==> src/rtl/seg_exc_sequencer.sv <==
// Segment-limit exception sequencer: drains older work, flushes the pipe,
// pushes the four-dword fault frame and redirects fetch to the #SS/#GP handler.
//
// state       | meaning
// ------------+----------------------------------------------------------
// ST_IDLE     | waiting for a valid faulting AG instruction
// ST_DRAIN    | stalling AG until all older instructions have retired
// ST_FLUSH    | one-cycle kill of all non-retired instructions
// ST_PUSH     | four stack writes: EFLAGS, CS, EIP, error code
// ST_VECTOR   | one-cycle EIP/ESP load toward the handler
// ST_SHUTDOWN | fault during frame push; halted until reset
module seg_exc_sequencer #(
   parameter logic [31:0] IDT_BASE = 32'h0000_0000,
   parameter logic [2:0]  SS_ID    = 3'd2
) (
   input  logic        CLK,
   input  logic        RST,
   input  logic        AG_V,
   input  logic        AG_EXC,
   input  logic [2:0]  AG_SEG_ID,
   input  logic [31:0] AG_EIP,
   input  logic [15:0] AG_CS,
   input  logic [31:0] EFLAGS,
   input  logic [31:0] ESP,
   input  logic        OLDER_EMPTY,
   output logic        STALL_AG,
   output logic        FLUSH,
   output logic        MEM_WR_REQ,
   output logic [31:0] MEM_WR_ADDR,
   output logic [31:0] MEM_WR_DATA,
   input  logic        MEM_WR_ACK,
   input  logic        PUSH_EXC,
   output logic        LD_EIP,
   output logic [31:0] NEW_EIP,
   output logic [31:0] ESP_OUT,
   output logic        LD_ESP,
   output logic        HALT,
   output logic        BUSY
);

   typedef enum logic [2:0] {
      ST_IDLE,
      ST_DRAIN,
      ST_FLUSH,
      ST_PUSH,
      ST_VECTOR,
      ST_SHUTDOWN
   } state_t;

   state_t      state;
   state_t      state_nxt;
   logic [31:0] eip_q;
   logic [31:0] eflags_q;
   logic [31:0] esp_q;
   logic [15:0] cs_q;
   logic        vec_ss_q;
   logic [1:0]  k_q;
   logic        req_q;
   logic        busy_q;
   logic [31:0] push_off;
   logic [31:0] push_data;
   logic        capture;
   logic        ack_taken;

   assign capture   = (state == ST_IDLE) && AG_V && AG_EXC;
   assign ack_taken = (state == ST_PUSH) && req_q && MEM_WR_ACK;

   // next-state decode; an ACK only counts while a request is outstanding
   always_comb begin
      state_nxt = state;
      case (state)
         ST_IDLE:     if (capture) state_nxt = ST_DRAIN;
         ST_DRAIN:    if (OLDER_EMPTY) state_nxt = ST_FLUSH;
         ST_FLUSH:    state_nxt = ST_PUSH;
         ST_PUSH: begin
            if (ack_taken) begin
               if (PUSH_EXC)          state_nxt = ST_SHUTDOWN;
               else if (k_q == 2'd3)  state_nxt = ST_VECTOR;
            end
         end
         ST_VECTOR:   state_nxt = ST_IDLE;
         ST_SHUTDOWN: state_nxt = ST_SHUTDOWN;
         default:     state_nxt = ST_IDLE;
      endcase
   end

   // state register plus registered stall/busy so they track the next state
   always_ff @(posedge CLK) begin
      if (RST) begin
         state  <= ST_IDLE;
         busy_q <= 1'b0;
      end else begin
         state  <= state_nxt;
         busy_q <= (state_nxt != ST_IDLE);
      end
   end

   // snapshot of the faulting instruction's architectural context
   always_ff @(posedge CLK) begin
      if (RST) begin
         eip_q    <= 32'h0;
         eflags_q <= 32'h0;
         esp_q    <= 32'h0;
         cs_q     <= 16'h0;
         vec_ss_q <= 1'b0;
      end else if (capture) begin
         eip_q    <= AG_EIP;
         eflags_q <= EFLAGS;
         esp_q    <= ESP;
         cs_q     <= AG_CS;
         vec_ss_q <= (AG_SEG_ID == SS_ID);
      end
   end

   // push index and request: one idle cycle precedes every request
   always_ff @(posedge CLK) begin
      if (RST) begin
         req_q <= 1'b0;
         k_q   <= 2'd0;
      end else if (state == ST_PUSH) begin
         if (!req_q) begin
            req_q <= 1'b1;
         end else if (MEM_WR_ACK) begin
            req_q <= 1'b0;
            k_q   <= k_q + 2'd1;
         end
      end else begin
         req_q <= 1'b0;
         k_q   <= 2'd0;
      end
   end

   assign push_off = {28'h0, k_q, 2'b00} + 32'd4;

   // frame layout from high to low address: EFLAGS, CS, EIP, error code
   always_comb begin
      push_data = 32'h0;
      case (k_q)
         2'd0:    push_data = eflags_q;
         2'd1:    push_data = {16'h0, cs_q};
         2'd2:    push_data = eip_q;
         default: push_data = 32'h0;
      endcase
   end

   assign MEM_WR_REQ  = req_q;
   assign MEM_WR_ADDR = req_q ? (esp_q - push_off) : 32'h0;
   assign MEM_WR_DATA = req_q ? push_data : 32'h0;
   assign FLUSH       = (state == ST_FLUSH);
   assign LD_EIP      = (state == ST_VECTOR);
   assign LD_ESP      = (state == ST_VECTOR);
   assign NEW_EIP     = (state == ST_VECTOR) ?
                        (IDT_BASE + (vec_ss_q ? 32'h60 : 32'h68)) : 32'h0;
   assign ESP_OUT     = (state == ST_VECTOR) ? (esp_q - 32'd16) : 32'h0;
   assign HALT        = (state == ST_SHUTDOWN);
   assign STALL_AG    = busy_q;
   assign BUSY        = busy_q;

endmodule

==> config.mk <==
export PLATFORM = sky130hd
export DESIGN_NAME = seg_exc_sequencer
export DESIGN_NICKNAME = d
export VERILOG_FILES = /design/src/rtl/seg_exc_sequencer.sv
export SDC_FILE = /design/constraint.sdc
export NUM_CORES = 1
export LEC_CHECK = 0
export CAP_MARGIN = 25
export CORE_ASPECT_RATIO = 1.5
export CORE_MARGIN = 2
export CORE_UTILIZATION = 35
export CTS_CLUSTER_DIAMETER = 200
export CTS_CLUSTER_SIZE = 8
export DETAILED_ROUTE_END_ITERATION = 16
export GPL_TIMING_DRIVEN = 0
export MAX_ROUTING_LAYER = met4
export PLACE_DENSITY = 0.78
export SETUP_SLACK_MARGIN = 0.4
export SYNTH_ARGS = -nofsm -noshare
export SYNTH_HDL_FRONTEND = slang
export SYNTH_SLANG_ARGS = --single-unit
==> constraint.sdc <==
create_clock -name CLK -period 3.08 [get_ports CLK]
set_clock_uncertainty 0.2 [all_clocks]
set_input_delay 0.616 -clock CLK [delete_from_list [all_inputs] [get_ports CLK]]
set_output_delay 0.616 -clock CLK [all_outputs]
set_load 0.01 [all_outputs]
==> results of run 1 <==
## final timing paths
| check | slack (ns) | end | cells after the start |
|---|---|---|---|
| setup / recovery | -0.46 | MEM_WR_ADDR[30] | 11 |
| hold reg to reg | 0.26 | cs_q[2] | 2 |
| setup reg to reg | 0.76 | cs_q[1] | 8 |
| hold / removal | 0.26 | cs_q[2] | 2 |
## cells by family after synthesis
| logic type | count (synthesis) |
|---|---|
| adder cells (fa/ha/maj) | 11 |
| other | 1 |
| AND/OR/NAND/NOR | 445 |
| buffers and inverters | 130 |
| AO/OA/AOI/OAI | 198 |
| XOR/XNOR | 22 |
| flip-flops | 120 |
| multiplexers | 14 |
## repair_timing
action | CTS | global route
hold buffers | 0 | 0
setup buffers | 58 | 39
resized for setup | 561 | 252
cloned | 3 | 5
pin swaps | 64 | 83
endpoints found under the setup margin | 168 | 156
## routing by layer
metal	global-route usage [%]	wire length (µm)	vias to the layer above
li1	-	-	3902
met2	48.28	15680	427
met4	13.19	1515	0
met3	5.152	2132	119
met1	27.95	10030	3961
met5	-	0	-
## report_power, final
group	switching [mW]	internal (mW)	leakage, nW
clock	0.847	1.23	0.292
sequential	0.0723	1.63	0.984
combinational	0.759	0.804	3.63
## metrics by stage
stage                     worst slack (ns)  area (µm²)  hold WS (ns)  setup TNS (ns)  instances
after CTS                          -0.4665       11080        0.2579          -12.65       1540
after floorplan                     0.1463        6979        0.2323               0        969
final                              -0.4582       12210        0.2568          -13.83       1584
after detailed placement           -0.6770        9557        0.2499          -29.66       1447
after global placement             -0.6739        9557        0.2414          -30.81       1447
after global routing               -0.5737       12210        0.2741          -17.54       1584
## area by class of cell
type / instances / area, µm²
buffer: 114 / 972.2
clock buffer: 17 / 425.4
clock inverter: 15 / 178.9
fill: 1555 / 6409
inverter: 16 / 86.33
multi-input combinational: 719 / 4742
sequential: 120 / 2422
tap: 252 / 315.3
timing repair buffer: 331 / 3072
## worst register-to-register path, cell delays in order (launching register included)
cell and delay (ns):
dfxtp_1 0.33, clkbuf_8 0.13, buf_4 0.14, or3_1 0.11
clkbuf_1 0.19, clkbuf_2 0.35, clkbuf_1 0.51, nand2_1 0.13
a21oi_1 0.17
## sequential cells by signal (all words and copies together) (netlist names)
signal      cells
esp_q          32
BUSY            1
eip_q          32
cs_q           16
k_q             2
MEM_WR_REQ      1
vec_ss_q        1
eflags_q       32
state           3
## cells in the final DEF (no fill, tap or decap), types with 10 or more instances in the layout
cell type	count
nand2_1	254
clkdlybuf4s50_1	124
a21oi_1	117
dfxtp_1	108
buf_6	98
buf_4	72
buf_2	66
nor2_1	43
clkbuf_1	38
conb_1	29
nor2_4	28
clkbuf_16	23
a21oi_2	19
nand2b_1	16
a22oi_2	16
a222oi_1	16
nor4_4	14
mux2i_1	14
buf_8	13
dfxtp_2	10
or4_4	10
xor2_1	10
ha_4	10
==> flow_summary.ini, run 1 <==
[worst_setup_path]
endpoint_kind = primary output
critical_path_class = flop to primary output
crit_arrival_ns = 2.72
start_kind = flop
crit_chain = inv_2, ha_4, inv_2, ha_4, or4b_4, a21boi_4, buf_6, buf_16, nor4_4, mux2i_1, buf_2
path_buf_inv = 5
required_ns = 2.26
startpoint = esp_q[3]
critPathTopFamily = buffers and inverters
path_max_fanout = 5
cpMaxStageDelayCell = or4b_4
worstReg2RegStart = state[1]
slowest_delay_ns = 0.47

[final_layout]
antenna_cells = 0
drive_above_1_share_pct = 36.34
final_util_pct = 65.59
area_delta_synth_final_pct = 83.39
final_nets = 1452

[clock_network]
root_buffer = clkbuf_16
cts_buffer_depth = 2
cts_buffers = 17
path_clk_slew_ns = 0.06
cts_sinks = 120
htree_levels = 4
cts_tree = yes
clk_latency_ns = 0.41

[min_path]
hp-class = flop to flop
min-delay-start = cs_q[2]

[global_routing]
track_usage_pct = 27.13
grt_pass1_wl_mm = 41.52
grt_start_max_net_pins = 17
overflow = 0
antenna_found_initial = 0
grt_pass1_vias = 7907

[synthesis]
synthSimpleGateAreaFrac_pct = 29.80
synth_mux_area_share_pct = 2.104
synth_edf_count = 0
synth_compound_area_share_pct = 17.49
synth_common_cells = 257 x nand2_1, 137 x a21oi_1, 120 x dfxtp_1, 79 x nor2_1, 71 x clkbuf_1
synth_area_leaders = dfxtp_1 36%, nand2_1 14%, a21oi_1 10%
yosysSeqAreaShare_pct = 36.07
yosys.area.top_type = dfxtp_1
synth_warnings = 0
syn-cell-area_mm2 = 0.006660
synthMostInstantiatedCell = nand2_1
synth_flop_cell = dfxtp_1
synthArstFlopShare_pct = 0
synthXorXnorAreaFrac_pct = 2.893
ys_seq_elements = 120
synth_top_family_by_area = simple AND/OR/NAND/NOR gates
synth_fa_ha_area_share_pct = 2.067
synth_top_area_share_pct = 36.07
synth_cells = 941
ys_types = 48
syn_area_per_cell_um2 = 7.078

[sta]
timing.fmax_mhz = 282.6
min_period_ns = 3.538
hold_viol = 0
tightest_slew_ns = 0.7277
rsz0062_at_grt = yes
setup_ws_ns = -0.4582
setup_viol = 43
final_max_slew_viol_count = 0
fin_crit_sh_pct = 114.9
relSlewSlack_pct = 51.49

[routing]
firstDrtPassIters = 7
vias = 8409
drt_iter0_drc = 594
viasPerCell = 5.309
wl_mm = 29.37
drc = 0
wl_per_cell_um = 18.54
ant_nets = 0

[floorplan]
die-area_mm2 = 0.02017
rows = 61
core_mm2 = 0.01862
initial_core_util_pct = 35.76
die_w_um = 116.6
io_pins = 257
die_h_um = 173.0

[placement]
place_congestion = 0.9114
dp_hpwl_mm = 19.38
port_buffers = 226

[run]
max_cap_viol_count = 0

[run_status]
outcome = finished with violations
violations = negative setup slack

[power_and_ir_drop]
vdd.ir_drop.worst_v = 0.0003116
p_total_mw = 5.344
powerDensity_mw_per_mm2 = 437.5
p_leak_nw = 4.910
(Power assumes the default switching activity.)
==> run 2, diff against run 1 <==
--- a/config.mk
+++ b/config.mk
@@ -15,6 +15,7 @@
 export GPL_TIMING_DRIVEN = 0
 export MAX_ROUTING_LAYER = met4
 export PLACE_DENSITY = 0.78
+export REMOVE_ABC_BUFFERS = 1
 export SETUP_SLACK_MARGIN = 0.4
 export SYNTH_ARGS = -nofsm -noshare
 export SYNTH_HDL_FRONTEND = slang
==> run 2 against run 1 <==
Net effect: the run still ends with negative setup slack left; register-to-register slack improved by 0.02 ns; hold slack worse by 0.0042 ns; first-iteration DRC count rose by 33%; via count is 6.9% lower; final cell count decreased by 6.8%; setup slack lost 0.080 ns; critical path depth fell by 1; largest cell class unchanged; highest routed layer unchanged.
==> flow_summary.ini, run 2 (synthesized netlist as in run 1, its figures left out) <==
[min_path]
hold_path_end = cs_q[15]
min-delay-start = cs_q[15]
hp-class = flop to flop
holdPathStages = 2

[global_routing]
grt_util_met1_pct = 26.59
track_usage_pct = 24.56
overflow = 0
grt_pass1_vias = 7543
use_met3_pct = 4.557
grt_util_met2_pct = 43.19
antenna_found_initial = 1
grt_pass1_wl_mm = 38.11
busiest_layer = met2
grt_start_max_net_pins = 63

[worst_setup_path]
endpoint_kind = primary output
crit_chain = inv_2, ha_4, inv_2, ha_4, or4b_4, a21boi_4, buf_12, nor4_4, mux2i_2, buf_2
cpMaxStageDelayCell = or4b_4
rrSetupSlack_ns = 0.78
worstReg2RegStart = k_q[1]
required_ns = 2.26
r2r_cells = 6
critical_path_class = flop to primary output
path_max_fanout = 7
r2r-end = BUSY
start_kind = flop
crit_arrival_ns = 2.80
slowest_delay_ns = 0.49

[power_and_ir_drop]
p_total_mw = 5.044
powerDensity_mw_per_mm2 = 460.5
p_leak_nw = 4.505
vdd.ir_drop.worst_v = 0.0003140

[placement]
port_buffers = 227
dp_hpwl_mm = 14.87
numPlacedInstances = 1347
place_congestion = 0.9001
placed_area_mm2 = 0.008980

[floorplan]
die-area_mm2 = 0.02017
initial_core_util_pct = 35.76
core_mm2 = 0.01862
die_h_um = 173.0
rows = 61
die_w_um = 116.6
io_pins = 257

[final_layout]
finalNonFillerCells = 1477
regArea_mm2 = 0.002467
largestRegisters = eflags_q x32, eip_q x32, esp_q x32
multi_input_area_mm2 = 0.004501
layout_common_cells = 253 x nand2_1, 128 x clkdlybuf4s50_1, 127 x a21oi_1
area_delta_synth_final_pct = 64.48
final_nets = 1344
nFillCells = 1616
stdcell_area_mm2 = 0.01095
layout_commonest_cell = nand2_1
drive_above_1_share_pct = 29.58

[run_status]
violations = negative setup slack
outcome = finished with violations

[clock_network]
path_clk_slew_ns = 0.06
cts_buffers = 17
root_buffer = clkbuf_16
cts_sinks = 120
clk_latency_ns = 0.40
cts_tree = yes
htree_levels = 4
cts_buffer_depth = 2

[run]
max_cap_viol_count = 0

[routing]
vias = 7830
wl_mm = 26.29
viasPerCell = 5.301
firstDrtPassIters = 8
drt_iter0_drc = 790
wl_per_cell_um = 17.80
drc = 0
ant_nets = 0

[sta]
setup_viol = 43
fin_tns_setup_ns = -14.12
rsz0062_at_grt = yes
timing.hold.ws_ns = 0.2525
min_period_ns = 3.618
final_max_slew_viol_count = 0
relSlewSlack_pct = 40.72
fin_crit_sh_pct = 117.5
timing.fmax_mhz = 276.4
tightest_slew_ns = 0.8811
setup_ws_ns = -0.5383
hold_viol = 0
## run 2: changes by cell type in the layout (fill, tap and decap cells not counted), sizes merged, moves of 4 or more
cell | previous run | this run
buf | 257 | 192
clkbuf | 77 | 20
dlymetal6s2s | 0 | 10
clkdlybuf4s50 | 124 | 128
dlygate4sd2 | 4 | 0
## run 2: report_power, final
group,internal (mW),switching [mW],total (mW)
combinational,0.708,0.680,1.39
clock,1.13,0.806,1.94
sequential,1.63,0.0918,1.72
## run 2: how the worst max path moves through the flow
stage	to	slack [ns]	depth (start not counted)	from
after detailed placement	ESP_OUT[26]	-1.05	7	esp_q[5]
after floorplan	vec_ss_q	-3.86	4	AG_EXC
after global routing	MEM_WR_ADDR[17]	-0.64	12	esp_q[2]
final	MEM_WR_ADDR[28]	-0.54	10	esp_q[3]
after CTS	MEM_WR_ADDR[28]	-0.50	10	esp_q[3]
after global placement	cs_q[2]	-8.53	5	AG_EXC
## run 2: per-layer routing
| layer | wire, µm | vias to the layer above | part of all wire (%) |
|---|---|---|---|
| met5 | 0 | - | 0 |
| met4 | 992 | 0 | 3.8 |
| met3 | 1748 | 88 | 6.6 |
| met2 | 13810 | 404 | 53 |
| met1 | 9742 | 3649 | 37 |
| li1 | - | 3689 | - |
## run 2: worst max-delay path, delay by kind of cell (launching register included)
kind	cells	cell delay [ns]
buffers and inverters	4	0.46
muxes	1	0.24
adders and majority gates	2	0.54
AOI/OAI and AO/OA	1	0.26
and+or+nand+nor	2	0.55
DFF	1	0.33
## run 2: final cells by class
type	count	share of cell area, %
antenna	1	0.02284
inverter	16	0.7082
timing repair buffer	332	27.61
multi-input combinational	724	41.08
clock buffer	18	3.918
clock inverter	14	1.256
sequential	120	22.52
tap	252	2.878
## run 2: per-stage QoR
step | utilization (%) | worst slack, ns
finish | 58.82 | -0.5383
global route | 58.82 | -0.6374
CTS | 55.86 | -0.4994
detailed placement | 48.22 | -1.054
global placement | 47.14 | -8.530
floorplan | - | -3.857
## run 2: what timing repair did
item | CTS | global route
endpoints found under the setup margin | 128 | 91
gates cloned | 5 | 2
setup buffers | 61 | 28
gates resized for setup | 451 | 135
pin swaps | 42 | 80
hold buffers | 0 | 0
==> run 3, diff against run 2 <==
--- a/config.mk
+++ b/config.mk
@@ -9,11 +9,9 @@
 export CORE_ASPECT_RATIO = 1.5
 export CORE_MARGIN = 2
 export CORE_UTILIZATION = 35
-export CTS_CLUSTER_DIAMETER = 200
 export CTS_CLUSTER_SIZE = 8
 export DETAILED_ROUTE_END_ITERATION = 16
 export GPL_TIMING_DRIVEN = 0
-export MAX_ROUTING_LAYER = met4
 export PLACE_DENSITY = 0.78
 export REMOVE_ABC_BUFFERS = 1
 export SETUP_SLACK_MARGIN = 0.4
==> run 3 against run 2 <==
Net effect: the run still ends with negative setup slack left; critical path depth fell by 3; fmax rose by 0.92%; global-route usage fell by 0.63 points; setup slack improved by 0.033 ns; utilization barely moved; routed wire length fell by 1.8%; final area barely moved; count of clock-buffer cells in the layout rose by 3; critical path type unchanged; largest power group unchanged.
==> flow_summary.ini, run 3 (synthesized netlist as in run 1, its figures left out) <==
[run_status]
outcome = finished with violations
violations = negative setup slack

[worst_setup_path]
r2r-end = BUSY
worstReg2RegStart = k_q[0]
crit_arrival_ns = 2.77
r2r_cells = 6
path_buf_inv = 3
critical_path_class = flop to primary output
start_kind = flop
required_ns = 2.26
endpoint_kind = primary output
critPathTopFamily = simple AND/OR/NAND/NOR gates
cpMaxStageDelayCell = or4_1
rrSetupSlack_ns = 0.88
slowest_delay_ns = 0.64
crit_chain = buf_6, nor4_4, buf_4, nand3_1, or4_1, a21oi_2, buf_2
path_max_fanout = 6

[routing]
drc = 0
drt_iter0_drc = 621
vias = 7797
ant_nets = 0
firstDrtPassIters = 5
wl_mm = 25.82
viasPerCell = 5.290
wl_per_cell_um = 17.52

[sta]
tightest_slew_ns = 0.6783
final_max_slew_viol_count = 0
relSlewSlack_pct = 54.78
fin_crit_sh_pct = 116.4
hold_viol = 0
timing.hold.ws_ns = 0.2519
rsz0062_at_grt = yes
setup_viol = 44
fin_tns_setup_ns = -14.15
setup_ws_ns = -0.5054
timing.fmax_mhz = 278.9
min_period_ns = 3.585

[power_and_ir_drop]
p_total_mw = 5.109
p_leak_nw = 4.303
vdd.ir_drop.worst_v = 0.0003592
powerDensity_mw_per_mm2 = 466.7

[placement]
numPlacedInstances = 1347
port_buffers = 227
place_congestion = 0.8740
dp_hpwl_mm = 14.95

[final_layout]
layout_common_cells = 252 x nand2_1, 153 x clkdlybuf4s50_1, 121 x a21oi_1
largestRegisters = eflags_q x32, eip_q x32, esp_q x32
layout_commonest_cell = nand2_1
drive_above_1_share_pct = 26.80
area_delta_synth_final_pct = 64.38
final_nets = 1340
finalNonFillerCells = 1474

[min_path]
hp-class = flop to flop
holdPathStages = 2
hold_path_end = eflags_q[29]
min-delay-start = eflags_q[29]

[global_routing]
grt_start_max_net_pins = 78
grt_pass1_vias = 7477
track_usage_pct = 23.93
overflow = 0
antenna_found_initial = 2
grt_pass1_wl_mm = 37.88

[floorplan]
die_h_um = 173.0
die-area_mm2 = 0.02017
io_pins = 257
core_mm2 = 0.01862
rows = 61
die_w_um = 116.6
initial_core_util_pct = 35.76

[clock_network]
cts_sinks = 120
cts_tree = yes
cts_buffers = 17
path_clk_slew_ns = 0.06
cts_hold_buffers = 0
clk_latency_ns = 0.40
cts_buffer_depth = 2
root_buffer = clkbuf_16
htree_levels = 4

[run]
max_cap_viol_count = 0
run 3: changes by cell type in the layout (fill, tap and decap cells not counted), moves of 7 or more:
cell             change
a22oi_1             +15
a22oi_2             -15
buf_2               -31
buf_4                -7
buf_6                +7
clkdlybuf4s50_1     +25
dlymetal6s2s_1       -9
run 3: layout make-up:
| class | instances | area, µm² |
|---|---|---|
| antenna | 2 | 5.005 |
| clock buffer | 21 | 470.5 |
| clock inverter | 11 | 112.6 |
| fill | 1660 | 7675 |
| inverter | 16 | 82.58 |
| multi-input combinational | 722 | 4402 |
| sequential | 120 | 2466 |
| tap | 252 | 315.3 |
| timing repair buffer | 330 | 3094 |
run 3: how the worst max path moves through the flow:
stage | cells after the start | endpoint | slack [ns] | start
after detailed placement | 7 | ESP_OUT[26] | -1.08 | esp_q[5]
after floorplan | 4 | vec_ss_q | -3.86 | AG_EXC
final | 7 | MEM_WR_ADDR[18] | -0.51 | esp_q[10]
after global placement | 5 | cs_q[2] | -8.51 | AG_EXC
after CTS | 10 | MEM_WR_ADDR[30] | -0.49 | esp_q[2]
after global routing | 12 | MEM_WR_ADDR[19] | -0.57 | esp_q[2]
run 3: worst min-delay path, stage by stage (launching register included):
cell and delay (ns):
dfxtp_1 0.31, nand2_1 0.05, a21oi_1 0.05
run 3: metal layers:
metal | track usage [%] | routed length (µm)
met4 | 12.55 | 1189
met1 | 25.54 | 9494
met2 | 42.64 | 13410
met5 | 0 | 0
met3 | 5.678 | 1727
run 3: where the power goes:
part / internal (mW) / switching, mW / total, mW
Clock: 1.19 / 0.768 / 1.96
Sequential: 1.63 / 0.0848 / 1.71
Combinational: 0.745 / 0.694 / 1.44
Total: 3.56 / 1.55 / 5.11
run 3: stage by stage:
step	setup slack [ns]	area, µm²	utilization (%)
finish	-0.5054	10950	58.79
global route	-0.5678	10940	58.76
CTS	-0.4902	10510	56.43
detailed placement	-1.080	8986	48.25
global placement	-8.513	8778	47.14
floorplan	-3.857	6191	-
run 3: timing repair:
action                     4_1_cts  5_1_grt
setup buffers                   64       24
pin swaps                       56       41
setup endpoints to repair      100      110
cloned                           4        1
gates resized for setup        401       80
